File: config.mk
export PLATFORM = sky130hd
export DESIGN_NAME = id_stage_pipe
export DESIGN_NICKNAME = d
export VERILOG_FILES = /design/src/rtl/id_stage_pipe.sv
export SDC_FILE = /design/constraint.sdc
export NUM_CORES = 1
export LEC_CHECK = 0
export ABC_AREA = 1
export CORE_UTILIZATION = 35
export CTS_BUF_LIST = sky130_fd_sc_hd__clkbuf_2
export DETAILED_ROUTE_END_ITERATION = 8
export HOLD_SLACK_MARGIN = 0.03
export PLACE_DENSITY_LB_ADDON = 0.2
export SYNTH_ARGS = -nofsm -noshare
export SYNTH_HDL_FRONTEND = slang
export SYNTH_SLANG_ARGS = --single-unit
File: constraint.sdc
create_clock -name clk -period 2.3 [get_ports clk]
set_input_delay 0.23 -clock clk [delete_from_list [all_inputs] [get_ports clk]]
set_output_delay 0.23 -clock clk [all_outputs]
set_load 0.05 [all_outputs]
File: src/rtl/id_stage_pipe.sv
// rtl/id_stage_pipe.sv - pipelined instruction-decode stage with register file and ID/EX register
module id_stage_pipe #(
  parameter int DATA_W = 16,
  parameter bit BYPASS = 1'b1,
  parameter bit HAZARD = 1'b1
) (
  input  logic              clk,
  input  logic              rst,
  input  logic              if_valid,
  input  logic [15:0]       if_instr,
  input  logic [DATA_W-1:0] if_pc,
  input  logic [1:0]        dst_sel,
  input  logic [1:0]        imm_sel,
  input  logic              reg_write_ctl,
  input  logic              mem_read_ctl,
  input  logic              uses_rs,
  input  logic              uses_rt,
  input  logic              ex_stall,
  input  logic              flush,
  input  logic              wb_en,
  input  logic [2:0]        wb_reg,
  input  logic [DATA_W-1:0] wb_data,
  output logic              id_stall,
  output logic              ex_valid,
  output logic              ex_reg_write,
  output logic              ex_mem_read,
  output logic [DATA_W-1:0] ex_rs_data,
  output logic [DATA_W-1:0] ex_rt_data,
  output logic [DATA_W-1:0] ex_imm,
  output logic [DATA_W-1:0] ex_pc,
  output logic [DATA_W-1:0] ex_tgt,
  output logic [2:0]        ex_dst_reg
);

  // Instruction fields
  logic [2:0] rs;
  logic [2:0] rt;
  logic [2:0] rd;
  assign rs = if_instr[10:8];
  assign rt = if_instr[7:5];
  assign rd = if_instr[4:2];

  // Opcode bits are decoded upstream into the *_ctl/*_sel inputs.
  logic unused_opcode;
  assign unused_opcode = ^if_instr[15:11];

  // Register file: 8 general registers, R0 is not hard-wired.
  logic [DATA_W-1:0] rf [8];

  // Write-back port updates the array on the rising edge
  always_ff @(posedge clk or negedge rst) begin
    if (!rst) begin
      for (int i = 0; i < 8; i++) begin
        rf[i] <= '0;
      end
    end else if (wb_en) begin
      rf[wb_reg] <= wb_data;
    end
  end

  logic [DATA_W-1:0] rs_data;
  logic [DATA_W-1:0] rt_data;

  // Combinational reads; optionally forward a write landing this same cycle
  always_comb begin
    rs_data = rf[rs];
    rt_data = rf[rt];
    if (BYPASS && wb_en) begin
      if (wb_reg == rs) rs_data = wb_data;
      if (wb_reg == rt) rt_data = wb_data;
    end
  end

  logic [DATA_W-1:0] imm;

  // Immediate extraction and extension to the datapath width
  always_comb begin
    imm = '0;
    case (imm_sel)
      2'b00:   imm = {{(DATA_W-5){if_instr[4]}},  if_instr[4:0]};
      2'b01:   imm = {{(DATA_W-8){if_instr[7]}},  if_instr[7:0]};
      2'b10:   imm = {{(DATA_W-8){1'b0}},         if_instr[7:0]};
      default: imm = {{(DATA_W-11){if_instr[10]}}, if_instr[10:0]};
    endcase
  end

  logic [DATA_W-1:0] tgt;
  // Branch/jump target relative to the following instruction; wraps naturally
  assign tgt = if_pc + DATA_W'(2) + imm;

  logic [2:0] dst_reg;

  // Destination register select; 11 is the link register R7
  always_comb begin
    dst_reg = rs;
    case (dst_sel)
      2'b00:   dst_reg = rs;
      2'b01:   dst_reg = rd;
      2'b10:   dst_reg = rt;
      default: dst_reg = 3'd7;
    endcase
  end

  logic hz;

  // Load-use: the consumer in ID needs a register a load in EX has not produced yet
  always_comb begin
    hz = 1'b0;
    if (HAZARD) begin
      hz = if_valid & ex_valid & ex_mem_read & ex_reg_write &
           ((uses_rs & (rs == ex_dst_reg)) | (uses_rt & (rt == ex_dst_reg)));
    end
  end

  assign id_stall = HAZARD ? (hz | ex_stall) : 1'b0;

  logic load_ex;
  assign load_ex = !flush && !ex_stall && !hz;

  // ID/EX control fields: flush beats stall beats bubble beats load
  always_ff @(posedge clk or negedge rst) begin
    if (!rst) begin
      ex_valid     <= 1'b0;
      ex_reg_write <= 1'b0;
      ex_mem_read  <= 1'b0;
    end else if (flush) begin
      ex_valid     <= 1'b0;
      ex_reg_write <= 1'b0;
      ex_mem_read  <= 1'b0;
    end else if (ex_stall) begin
      ex_valid     <= ex_valid;
      ex_reg_write <= ex_reg_write;
      ex_mem_read  <= ex_mem_read;
    end else if (hz) begin
      ex_valid     <= 1'b0;
      ex_reg_write <= 1'b0;
      ex_mem_read  <= 1'b0;
    end else begin
      ex_valid     <= if_valid;
      ex_reg_write <= if_valid & reg_write_ctl;
      ex_mem_read  <= if_valid & mem_read_ctl;
    end
  end

  // ID/EX data fields only load on a normal advance; otherwise they hold
  always_ff @(posedge clk or negedge rst) begin
    if (!rst) begin
      ex_rs_data <= '0;
      ex_rt_data <= '0;
      ex_imm     <= '0;
      ex_pc      <= '0;
      ex_tgt     <= '0;
      ex_dst_reg <= 3'd0;
    end else if (load_ex) begin
      ex_rs_data <= rs_data;
      ex_rt_data <= rt_data;
      ex_imm     <= imm;
      ex_pc      <= if_pc;
      ex_tgt     <= tgt;
      ex_dst_reg <= dst_reg;
    end
  end

endmodule
# Word-level counts from Yosys, hierarchy flattened
# Cells that the tools add are included.
# totals
reg_bits	214
in_bits	65
out_inout_bits	87
wordCells	77
# op_classes
n_addsub	2
order_cmp	4
eq_ne	9
muxes	24
n_bitwise	13
reduce_logical	8
# ops
op	count
16-bit two-way mux	9
128-bit bitwise mux	1
16-bit binary-select mux with 3-bit select	2
16-bit demux with 3-bit select	1
16-bit one-hot mux with 3 select lines	1
16-bit adder	1
16-bit by 2-bit adder with 16-bit output, second input constant	1
3-bit equality test	4
4-bit greater-or-equal comparator, second input constant	3
3-bit NOT with 4-bit output	3
1-bit two-way mux	9
3-bit one-hot mux with 3 select lines	1
1-bit bitwise AND	8
2-bit by 1-bit equality test with 1-bit output, second input constant	2
2-bit equality test, second input constant	2
2-bit logical NOT	2
4-bit by 1-bit less-than comparator with 1-bit output, second input constant	1
1-bit logical AND	3
1-bit logical NOT	3
2-bit by 1-bit != test with 1-bit output, second input constant	1
1-bit bitwise OR	2

# Longest topological paths before layout
# Gate-level depths: netlist (run 1).
# depth
word_depth	7
depth_mapped	17

# Least setup slack after synthesis (run 1)
# No wires, ideal clock.
# synth_timing
path_type	input port to flip-flop
start	in if_instr[5]
end	reg ex_tgt[14]
setup_time_ps	118
t_arrival_ps	2178
required_ps	2182
path_slack_ps	4
stages	15
path_buffers	2
cell_sequence	buf_2 clkinv_1 clkbuf_1 o21ai_0 ha_1 ha_1 nand2_1 nor2_1 nand2_1 nand3_1 nand2_1 nand2_1 nand2_1 nand3_1 nand2_1
# synth_between
elab_cells_between_ends	8
classes_between	1 x add/sub; 1 x eq/ne; 1 x mux; 3 x bitwise; 2 x reduce/logical
# synth_rtl
element	line_no	text
start: declaration	10	input logic [15:0] if_instr,
16-bit one-hot mux with 3 select lines	79	case (imm_sel)
named net imm[5]	74	logic [DATA_W-1:0] imm;
16-bit adder	89	assign tgt = if_pc + DATA_W'(2) + imm;
end signal: assignment	159	ex_tgt <= tgt;
end: declaration	31	output logic [DATA_W-1:0] ex_tgt,
# The timed path passes the listed nets, and every way through them passes these cells.
# A chain may end at the register's enable or synchronous reset.

# Worst setup path after layout (run 1)
# layout_timing
start	reg ex_dst_reg[2]
end	out id_stall
# layout_between
elab_chain_cells	5
elab_cells_between_ends	7
classes_between	2 x eq/ne; 5 x bitwise
# layout_rtl
element	line_no	text
start: declaration	32	output logic [2:0] ex_dst_reg
start signal: assignment	160	ex_dst_reg <= dst_reg;
3-bit equality test	111	((uses_rs & (rs == ex_dst_reg)) | (uses_rt & (rt == ex_dst_reg)));
1-bit bitwise AND	111	
1-bit bitwise OR (*)	111	
1-bit bitwise AND (*)	110	hz = if_valid & ex_valid & ex_mem_read & ex_reg_write &
1-bit bitwise OR (*)	115	assign id_stall = HAZARD ? (hz | ex_stall) : 1'b0;
end: declaration	23	output logic id_stall,
# Every way passes the cells marked *; elsewhere a longest branch is shown, timed or not.

==> impl_metrics.csv, run 1 <==
group,metric,value,unit
power,seq_power_share,43.5,%
floorplanning,die_h,184.2,µm
cells_and_area,nFillCells,3408,
worst_setup_path,r2r_end,"ex_mem_read",
worst_setup_path,cp_num_cells,9,
power,vdd.ir_drop.worst,380.6,µV
worst_setup_path,worstPathArrival,2.06,ns
yosys,syn_inst,1615,
power,switching_power,4.521,mW
power,power.leakage,7.539,nW
timing,slew_headroom,53.96,%
global_routing,grt_max_degree,90,
worst_setup_path,crit_family,"simple AND/OR/NAND/NOR gates",
worst_setup_path,reg2reg_depth,13,
detailed_routing,antenna_left,0,
worst_setup_path,cpMaxStageDelayCell,"dfrtp_1",
floorplanning,num_rows,66,
timing,slew_viol_final,0,
worst_setup_path,rrSetupSlack,0.13,ns
placed_design,preCtsSetupSlack,-0.3817,ns
yosys,avgSynthCellArea,7.192,µm²
power,pwr-share-comb,33.6,%
yosys,ys_ff_latch,209,
floorplanning,design.core.area,0.03262,mm²
yosys,synth.top_cell.area_share,45.03,%
worst_setup_path,path_max_fanout,5,
floorplanning,dieArea,0.03392,mm²
worst_setup_path,path_cells,"inv_1 > nand2_1 > nand2_1 > nor2_2 > nand2_2 > nand2_4 > nand2_4 > nand2_4 > buf_12",
cts,cts.path.max_buffers,3,
detailed_routing,num_vias,11610,
worst_setup_path,crit_path_start,"ex_dst_reg[2]",
timing,tightest_slew,0.6906,ns
timing,period_share,99.62,%
cells_and_area,register_area,0.005230,mm²
cts,clk_pin_slew_worst_paths,0.11,ns
cts,cts_sinks,209,
worst_setup_path,crit_buf_inv,2,
worst_setup_path,path_class,"flip-flop to output port",
worst_setup_path,critPathMostFrequentCell,"nand2_4",
cells_and_area,syn2layout_area_growth,26.86,%
placed_design,gp_congestion,0.8815,
global_routing,grt.busiest_layer,"met2",
power,powerDensity,747.2,mW/mm²
cts,cts_made_buffers,55,
timing,fin_tns_setup,0,ns
cells_and_area,post-route-util,45.17,%
timing,layout_setup_ws,0.008795,ns
cts,cts_root_buf,"clkbuf_2",
timing,timing.hold.ws,0.1434,ns
hold_path,hold_path.class,"input port to flip-flop",
yosys,yosys.area.top_type,"dfrtp_1",
cells_and_area,drive_above_1_share,9.759,%
global_routing,grt.overflow.total,0,
timing,finalHoldViolCount,0,
worst_setup_path,endpoint,"id_stall",
yosys,synthTopCellsByArea,"dfrtp_1 (45%), nand2_1 (20%), o21ai_0 (9.0%)",
cells_and_area,largest_reg_flops,128,
cells_and_area,final_nets,1927,
power,clockPowerShare,22.9,%
yosys,synthDistinctLibCells,27,
cells_and_area,multi_input_area,0.005605,mm²
worst_setup_path,critPathLaunchType,"flip-flop",
global_routing,grtUsageTotal,23.58,%
global_routing,antenna_found_initial,1,
floorplanning,fp.dieW,184.2,µm
placed_design,hpwlAfterDp,24.74,mm
floorplanning,initial_utilization,35.61,%
cts,cts_tree,"built",
yosys,yosysSeqAreaShare,45.03,%
placed_design,dpl.cell_count,2164,
placed_design,port-buffer-count,146,
power,swShare,41.07,%
timing,layout_min_cycle_time,2.291,ns
cells_and_area,final_common_cell,"nand2_1",
detailed_routing,viasPerCell,5.029,
placed_design,placed_area,0.01374,mm²
yosys,ys.warnings.count,0,
detailed_routing,wl_per_cell,17.07,µm
cells_and_area,stdcell_count,2308,
worst_setup_path,r2r_start,"ex_dst_reg[1]",
yosys,syn-num-nets,1710,
cts,clk_latency,0.88,ns
cells_and_area,largest_register,"rf",
timing,rsz0062_at_grt,"yes",
status,outcome,"finished clean",
detailed_routing,first_iter_violations,961,
floorplanning,io_pins,152,
global_routing,grtUsageMet3,4.584,%
detailed_routing,routed_wl,39.41,mm
global_routing,use_met2,38.30,%
power,power,11.01,mW
detailed_routing,drc,0,
timing,clock_skew,0.04038,ns
timing,max_freq,0.4365,GHz
cells_and_area,layout_common_cells,"nand2_1 (619), o21ai_0 (209), dfrtp_1 (209), nand3_1 (163), inv_1 (104)",
timing,finalSetupViolations,0,
global_routing,grt_pass1_wl,62.26,mm
yosys,syn_area,0.01161,mm²
hold_path,hp-start,"ex_stall",
cts,h-tree-depth,2,
job,maxCapViolations,0,
cells_and_area,post-route-cell-area,0.01473,mm²
worst_setup_path,cp-end-kind,"output port",
detailed_routing,first_pass_iters,5,
power,intPower,6.488,mW
global_routing,grt_pass1_vias,11280,
worst_setup_path,cp_data_required_time,2.07,ns
global_routing,grt_util_met1,31.74,%
worst_setup_path,worst_path_largest_cell_delay,0.44,ns
==> worst min path at each step <==
stage	cells past startpoint	slack [ns]	end
finish	5	0.14	ex_mem_read
global route	5	0.16	ex_mem_read
global placement	1	0.17	ex_rs_data[3]
detailed placement	1	0.18	ex_rs_data[3]
floorplan	0	-0.07	ex_dst_reg[0]
CTS	5	0.05	ex_mem_read
==> cells by family after synthesis <==
| family | synth area share, % |
|---|---|
| AND/OR/NAND/NOR | 30.45 |
| AO/OA/AOI/OAI | 12.80 |
| buffers and inverters | 7.745 |
| flip-flops | 45.03 |
| adder cells (fa/ha/maj) | 3.296 |
| XOR/XNOR | 0.6786 |
==> cell type report <==
class | count | share of cell area [%]
clock buffer | 79 | 2.683
inverter | 110 | 2.802
multi-input combinational | 1196 | 38.04
tap | 442 | 3.753
sequential | 209 | 35.50
antenna | 1 | 0.01698
clock inverter | 11 | 0.3821
timing repair buffer | 260 | 16.82
==> Yosys cell counts <==
cell / instances
buf_2: 35
nand2_2: 3
buf_1: 11
o2111ai_1: 1
ha_1: 29
nand3_1: 165
inv_2: 2
dfrtp_1: 209
o211ai_1: 32
o311ai_0: 2
buf_4: 6
nor3_1: 3
nand4_1: 2
nand2_1: 623
a21boi_4: 1
clkbuf_1: 42
nand3b_1: 2
o21ai_1: 2
xnor2_1: 5
o21ai_0: 209
buf_6: 6
fa_1: 1
xor2_1: 4
inv_1: 107
clkinv_1: 1
a21oi_1: 29
nor2_1: 83
==> routing by layer <==
layer | vias up | wire [µm]
met4 | 0 | 650
met5 | - | 0
met1 | 5407 | 17630
li1 | 5669 | -
met2 | 469 | 18050
met3 | 63 | 3080
==> power by group through the flow <==
stage	clock [mW]	sequential [mW]	combinational [mW]
2_1_floorplan	0	5.63	1.58
3_3_place_gp	0	4.85	3.73
3_5_place_dp	0	4.86	3.77
4_1_cts	2.61	4.78	3.68
5_1_grt	2.78	4.87	4.09
6_report	2.52	4.79	3.70
==> worst min-delay path, cell delays in order <==
cell             delay (ns)
clkdlybuf4s50_1        0.42
inv_1                  0.13
nor2_1                 0.09
nand2_1                0.06
nand2_1                0.05
==> repair_timing <==
item                                   in CTS  in global routing
buffers inserted                            2                  1
setup endpoints to repair                  87                 12
gates resized for setup                    91                 20
hold buffers                               50                  0
endpoints found under the hold margin     256                  0
pin swaps                                   2                  3
No activity file was read; power rests on OpenSTA's default activity.
==> run 2: changes to the inputs <==
--- a/config.mk
+++ b/config.mk
@@ -6,11 +6,13 @@
 export NUM_CORES = 1
 export LEC_CHECK = 0
 export ABC_AREA = 1
+export CORE_ASPECT_RATIO = 1.25
 export CORE_UTILIZATION = 35
 export CTS_BUF_LIST = sky130_fd_sc_hd__clkbuf_2
 export DETAILED_ROUTE_END_ITERATION = 8
 export HOLD_SLACK_MARGIN = 0.03
 export PLACE_DENSITY_LB_ADDON = 0.2
+export SETUP_SLACK_MARGIN = 0.02
 export SYNTH_ARGS = -nofsm -noshare
 export SYNTH_HDL_FRONTEND = slang
 export SYNTH_SLANG_ARGS = --single-unit
==> run 2 against run 1 <==
  * Hold slack better by 0.033 ns
  * Largest cell class unchanged
  * Utilization is essentially flat
  * Setup slack improved by 0.0031 ns
  * Via count rose by 0.44%
  * Clock power up 5%
  * Highest routed layer unchanged
  * Power increased by 1.1%
==> impl_metrics.csv, run 2 (synthesis results as in run 1) <==
group,metric,value,unit
detailed_routing,routed_wl,40.18,mm
floorplanning,dieArea,0.03392,mm²
cells_and_area,layout_common_cells,"nand2_1 (620), dfrtp_1 (209), o21ai_0 (208), nand3_1 (164), inv_1 (104)",
cells_and_area,register_area,0.005230,mm²
power,vdd.ir_drop.worst,419.2,µV
placed_design,hpwlAfterDp,25.80,mm
cts,cts_root_buf,"clkbuf_2",
global_routing,grt_util_met1,30.73,%
job,maxCapViolations,0,
global_routing,grt.busiest_layer,"met2",
cells_and_area,final_nets,1941,
cells_and_area,largest_register,"rf",
floorplanning,die_h,205.7,µm
worst_setup_path,path_class,"input port to output port",
cells_and_area,drive_above_1_share,10.32,%
timing,fin_tns_setup,0,ns
cts,cts.path.max_buffers,3,
worst_setup_path,crit_family,"buffers and inverters",
worst_setup_path,crit_path_start,"if_instr[9]",
cts,cts_made_buffers,58,
cells_and_area,largest_reg_flops,128,
detailed_routing,first_iter_violations,969,
floorplanning,initial_utilization,35.54,%
worst_setup_path,path_max_fanout,19,
timing,finalSetupViolations,0,
timing,max_freq,0.4370,GHz
timing,layout_min_cycle_time,2.288,ns
cts,clk_pin_slew_worst_paths,0.08,ns
global_routing,antenna_found_initial,2,
detailed_routing,wl_per_cell,17.39,µm
timing,rsz0062_at_grt,"yes",
timing,period_share,99.48,%
timing,slew_headroom,47.15,%
timing,timing.hold.ws,0.1760,ns
global_routing,grt_pass1_wl,61.69,mm
power,powerDensity,754.4,mW/mm²
placed_design,gp_congestion,0.8901,
cts,h-tree-depth,2,
detailed_routing,viasPerCell,5.047,
worst_setup_path,worstPathArrival,2.06,ns
worst_setup_path,reg2reg_depth,11,
timing,slew_viol_final,0,
cts,clk_latency,0.89,ns
cts,cts_tree,"built",
worst_setup_path,critPathLaunchType,"input port",
worst_setup_path,cp-end-kind,"output port",
global_routing,grt_max_degree,73,
timing,finalHoldViolCount,0,
cells_and_area,final_common_cell,"nand2_1",
worst_setup_path,r2r_start,"ex_dst_reg[1]",
global_routing,grt_pass1_vias,11190,
timing,tightest_slew,0.7928,ns
detailed_routing,drc,0,
global_routing,grtUsageMet3,3.810,%
worst_setup_path,crit_buf_inv,5,
cells_and_area,nFillCells,3474,
power,power.leakage,7.731,nW
cells_and_area,syn2layout_area_growth,26.97,%
timing,clock_skew,0.1015,ns
floorplanning,num_rows,74,
worst_setup_path,path_cells,"dlygate4sd3_1 > buf_2 > inv_1 > buf_4 > nand2_1 > nand2_1 > nor2_1 > nand2_1 > nand2_4 > nand2_4 > nand2_4 > buf_12",
placed_design,port-buffer-count,146,
worst_setup_path,cp_data_required_time,2.07,ns
floorplanning,io_pins,152,
detailed_routing,antenna_left,0,
detailed_routing,first_pass_iters,5,
floorplanning,design.core.area,0.03268,mm²
floorplanning,fp.dieW,164.9,µm
hold_path,hold_depth,4,
status,outcome,"finished clean",
cts,cts_sinks,209,
cells_and_area,multi_input_area,0.005525,mm²
global_routing,use_met2,39.12,%
hold_path,hold_path.class,"input port to flip-flop",
global_routing,grtUsageTotal,23.93,%
detailed_routing,num_vias,11660,
worst_setup_path,worst_path_largest_cell_delay,0.56,ns
worst_setup_path,cp_num_cells,12,
worst_setup_path,cpMaxStageDelayCell,"dlygate4sd3_1",
hold_path,hp-start,"if_instr[4]",
global_routing,grt.overflow.total,0,
run 2: through the flow:
step	utilization, %	setup WS [ns]	instances	area (µm²)	power, mW
after CTS	44.85	-0.1083	2304	14660	11.25
after detailed placement	42.19	-0.4609	2157	13790	8.654
final	45.12	0.01188	2310	14750	11.13
after global placement	42.19	-0.3719	2157	13790	8.603
after floorplan	-	0.06623	1615	11610	7.213
after global routing	45.12	-0.08414	2309	14750	11.89
run 2: area by class of cell:
cell class / count / share of cell area [%]
Antenna cell: 2 / 0.03394
Clock buffer: 89 / 3.020
Clock inverter: 15 / 0.4496
Inverter: 110 / 2.800
Multi-Input combinational cell: 1196 / 37.46
Sequential cell: 209 / 35.46
Tap cell: 418 / 3.546
Timing Repair Buffer: 271 / 17.22
run 2: worst register-to-register path: cells and delay by family (launching register included):
kind                   cells  cell delay [ns]
and+or+nand+nor            7             0.51
AOI/OAI and AO/OA          1             0.20
buffers and inverters      3             0.87
DFF                        1             0.44
run 2: path summary, 6_finish.rpt:
check	to	slack (ns)
setup / recovery	id_stall	0.01
hold / removal	ex_imm[4]	0.18
setup reg to reg	ex_mem_read	0.19
hold reg to reg	ex_pc[4]	0.48
max in group asynchronous	ex_reg_write	1.19
min in group asynchronous	rf[90]	0.46
run 2: per-layer routing:
layer  share of wire, %  vias to the layer above
met2                 47                      427
met1                 43                     5441
li1                   -                     5704
met5                  0                        -
met4                4.1                        0
met3                6.3                       87
run 2: where the power goes:
part           switching, mW  leakage (nW)  internal, mW  total, mW
logic                   2.47          4.72          1.23       3.71
registers              0.433          2.61          4.34       4.78
clock network           1.61         0.398          1.03       2.64
total                   4.52          7.73          6.61       11.1
run 2: what timing repair did:
action,in CTS,in global routing
gates cloned,0,0
pin swaps,0,4
setup buffers,0,4
hold buffers,43,0
hold endpoints to repair,247,0
setup endpoints to repair,75,21
gates resized for setup,77,21
==> run 3: changes to the inputs <==
==> constraint.sdc (replaced) <==
create_clock -name clk -period 2.8 [get_ports clk]
set_input_delay 0.28 -clock clk [delete_from_list [all_inputs] [get_ports clk]]
set_output_delay 0.28 -clock clk [all_outputs]
set_load 0.05 [all_outputs]
==> run 3 against run 2 <==
  * Clock power fell by 23%
  * First-iteration DRC count rose by 1.9%
  * Largest cell class unchanged
  * Via count fell by 2.5%
  * Setup slack improved by 0.18 ns
  * Sequential cell count did not move
  * Sequential share of layout area rose by 0.96 points
==> impl_metrics.csv, run 3 (synthesis results as in run 1) <==
group,metric,value,unit
status,outcome,"finished clean",
power,power.leakage,7.148,nW
detailed_routing,first_iter_violations,987,
worst_setup_path,r2r_end,"ex_rs_data[6]",
detailed_routing,first_pass_iters,6,
timing,layout_min_cycle_time,2.608,ns
power,switching_power,3.633,mW
cells_and_area,register_area,0.005230,mm²
cells_and_area,post-route-util,43.93,%
worst_setup_path,path_class,"input port to output port",
worst_setup_path,reg2reg_depth,10,
cts,clk_latency,0.86,ns
power,power,9.070,mW
detailed_routing,wl_per_cell,17.17,µm
worst_setup_path,r2r_start,"ex_dst_reg[0]",
worst_setup_path,cp_data_required_time,2.52,ns
hold_path,min_to,"rf[12]",
cts,clk_pin_slew_worst_paths,0.10,ns
floorplanning,io_pins,152,
power,seq_power_share,43.4,%
global_routing,antenna_found_initial,1,
timing,rsz0062_at_grt,"no",
placed_design,port-buffer-count,146,
floorplanning,fp.dieW,164.9,µm
detailed_routing,num_vias,11360,
cells_and_area,final_nets,1895,
cells_and_area,nFillCells,3430,
cts,cts.path.max_buffers,3,
power,swShare,40.05,%
worst_setup_path,critPathLaunchType,"input port",
power,intPower,5.437,mW
timing,max_freq,0.3835,GHz
cts,cts_root_buf,"clkbuf_2",
worst_setup_path,rrSetupSlack,0.92,ns
cells_and_area,multi_input_area,0.005495,mm²
detailed_routing,routed_wl,38.70,mm
worst_setup_path,path_max_fanout,48,
cts,cts_sinks,209,
cells_and_area,final_common_cell,"nand2_1",
timing,period_share,93.13,%
cts,cts_tree,"built",
worst_setup_path,crit_path_start,"if_instr[6]",
hold_path,hold_path.class,"input port to flip-flop",
power,powerDensity,631.7,mW/mm²
floorplanning,die_h,205.7,µm
timing,slew_viol_final,0,
worst_setup_path,worstPathArrival,2.33,ns
hold_path,hold_depth,3,
detailed_routing,drc,0,
timing,clock_skew,0.04709,ns
global_routing,grt.overflow.total,0,
timing,tightest_slew,0.6889,ns
timing,finalSetupViolations,0,
worst_setup_path,cp-end-kind,"output port",
detailed_routing,antenna_left,0,
placed_design,gp_congestion,0.8614,
cts,h-tree-depth,2,
cells_and_area,largest_reg_flops,128,
cells_and_area,layout_common_cells,"nand2_1 (623), o21ai_0 (209), dfrtp_1 (209), nand3_1 (165), clkdlybuf4s50_1 (140)",
global_routing,grt_pass1_wl,60.41,mm
cts,cts_made_buffers,55,
timing,finalHoldViolCount,0,
power,vdd.ir_drop.worst,417.3,µV
floorplanning,design.core.area,0.03268,mm²
global_routing,grt_max_degree,74,
timing,fin_tns_setup,0,ns
placed_design,hpwlAfterDp,24.80,mm
detailed_routing,viasPerCell,5.041,
cells_and_area,syn2layout_area_growth,23.61,%
timing,slew_headroom,54.07,%
power,pwr-share-comb,34.2,%
job,maxCapViolations,0,
floorplanning,num_rows,74,
hold_path,hp-start,"wb_data[12]",
cells_and_area,drive_above_1_share,8.451,%
power,clockPowerShare,22.4,%
cells_and_area,largest_register,"rf",
floorplanning,initial_utilization,35.54,%
global_routing,grtUsageTotal,23.28,%
global_routing,grt_pass1_vias,11120,
floorplanning,dieArea,0.03392,mm²
[run 3: cell types whose count changed in the layout (fill, tap and decap cells not counted), moves of 2 or more]
cell	before	now
clkdlybuf4s50_1	54	140
dlygate4sd2_1	74	0
buf_4	74	49
dlygate4sd3_1	42	24
dlymetal6s2s_1	12	0
clkbuf_2	89	82
clkinv_1	14	8
inv_1	104	107
nand2_1	620	623
nand2_4	4	1
clkinv_4	2	0
inv_2	5	3
[run 3: stage by stage]
stage	hold WS (ns)	instances	area (µm²)	worst slack (ns)
finish	0.08926	2254	14360	0.1922
global route	0.03511	2254	14360	0.02460
floorplan	-0.01559	1615	11610	0.4543
CTS	0.03058	2250	14330	0.1654
detailed placement	0.2827	2136	13630	-0.01013
global placement	0.2906	2136	13630	0.01008
[run 3: how the worst max path moves through the flow]
stage          cells after the start         end
6_report                          11    id_stall
5_1_grt                           11    id_stall
4_1_cts                           12    id_stall
3_5_place_dp                      15  ex_tgt[14]
3_3_place_gp                      15  ex_tgt[14]
2_1_floorplan                     15  ex_tgt[14]
[run 3: final cells by class]
type	count	share of cell area (%)
repair buffers	228	15.63
multi-input cells	1196	38.27
clock inverters	9	0.2614
clock buffers	82	2.858
diodes	2	0.03486
well taps	418	3.643
inverters	110	2.876
flip-flops and latches	209	36.43
[run 3: metal layers]
layer	track usage, %	wire (µm)	vias up
met5	0	0	-
met4	10.22	1501	0
met3	3.407	2463	96
met2	38.28	17910	422
met1	30.19	16830	5238
li1	-	-	5607
[run 3: critical path: stages]
cell	delay [ns]
dlygate4sd3_1	0.54
buf_2	0.12
buf_4	0.55
nand2_1	0.11
nand2_1	0.08
nor2_1	0.04
nand2_1	0.07
nand2_2	0.11
nand2_1	0.15
nand2_1	0.11
buf_12	0.16
[run 3: timing repair]
| action | in CTS | in global routing |
|---|---|---|
| hold buffers | 23 | 2 |
| endpoints found under the hold margin | 229 | 2 |
| buffers inserted | 0 | 0 |
| gates resized for setup | 0 | 1 |
| endpoints found under the setup margin | 0 | 1 |
[run 3: power by group through the flow]
stage | logic (mW) | clock network, mW | registers [mW]
3_3_place_gp | 3.05 | 0 | 3.97
6_report | 3.10 | 2.03 | 3.94
4_1_cts | 3.12 | 2.10 | 3.93
5_1_grt | 3.43 | 2.28 | 4.01
3_5_place_dp | 3.08 | 0 | 3.99
2_1_floorplan | 1.30 | 0 | 4.63
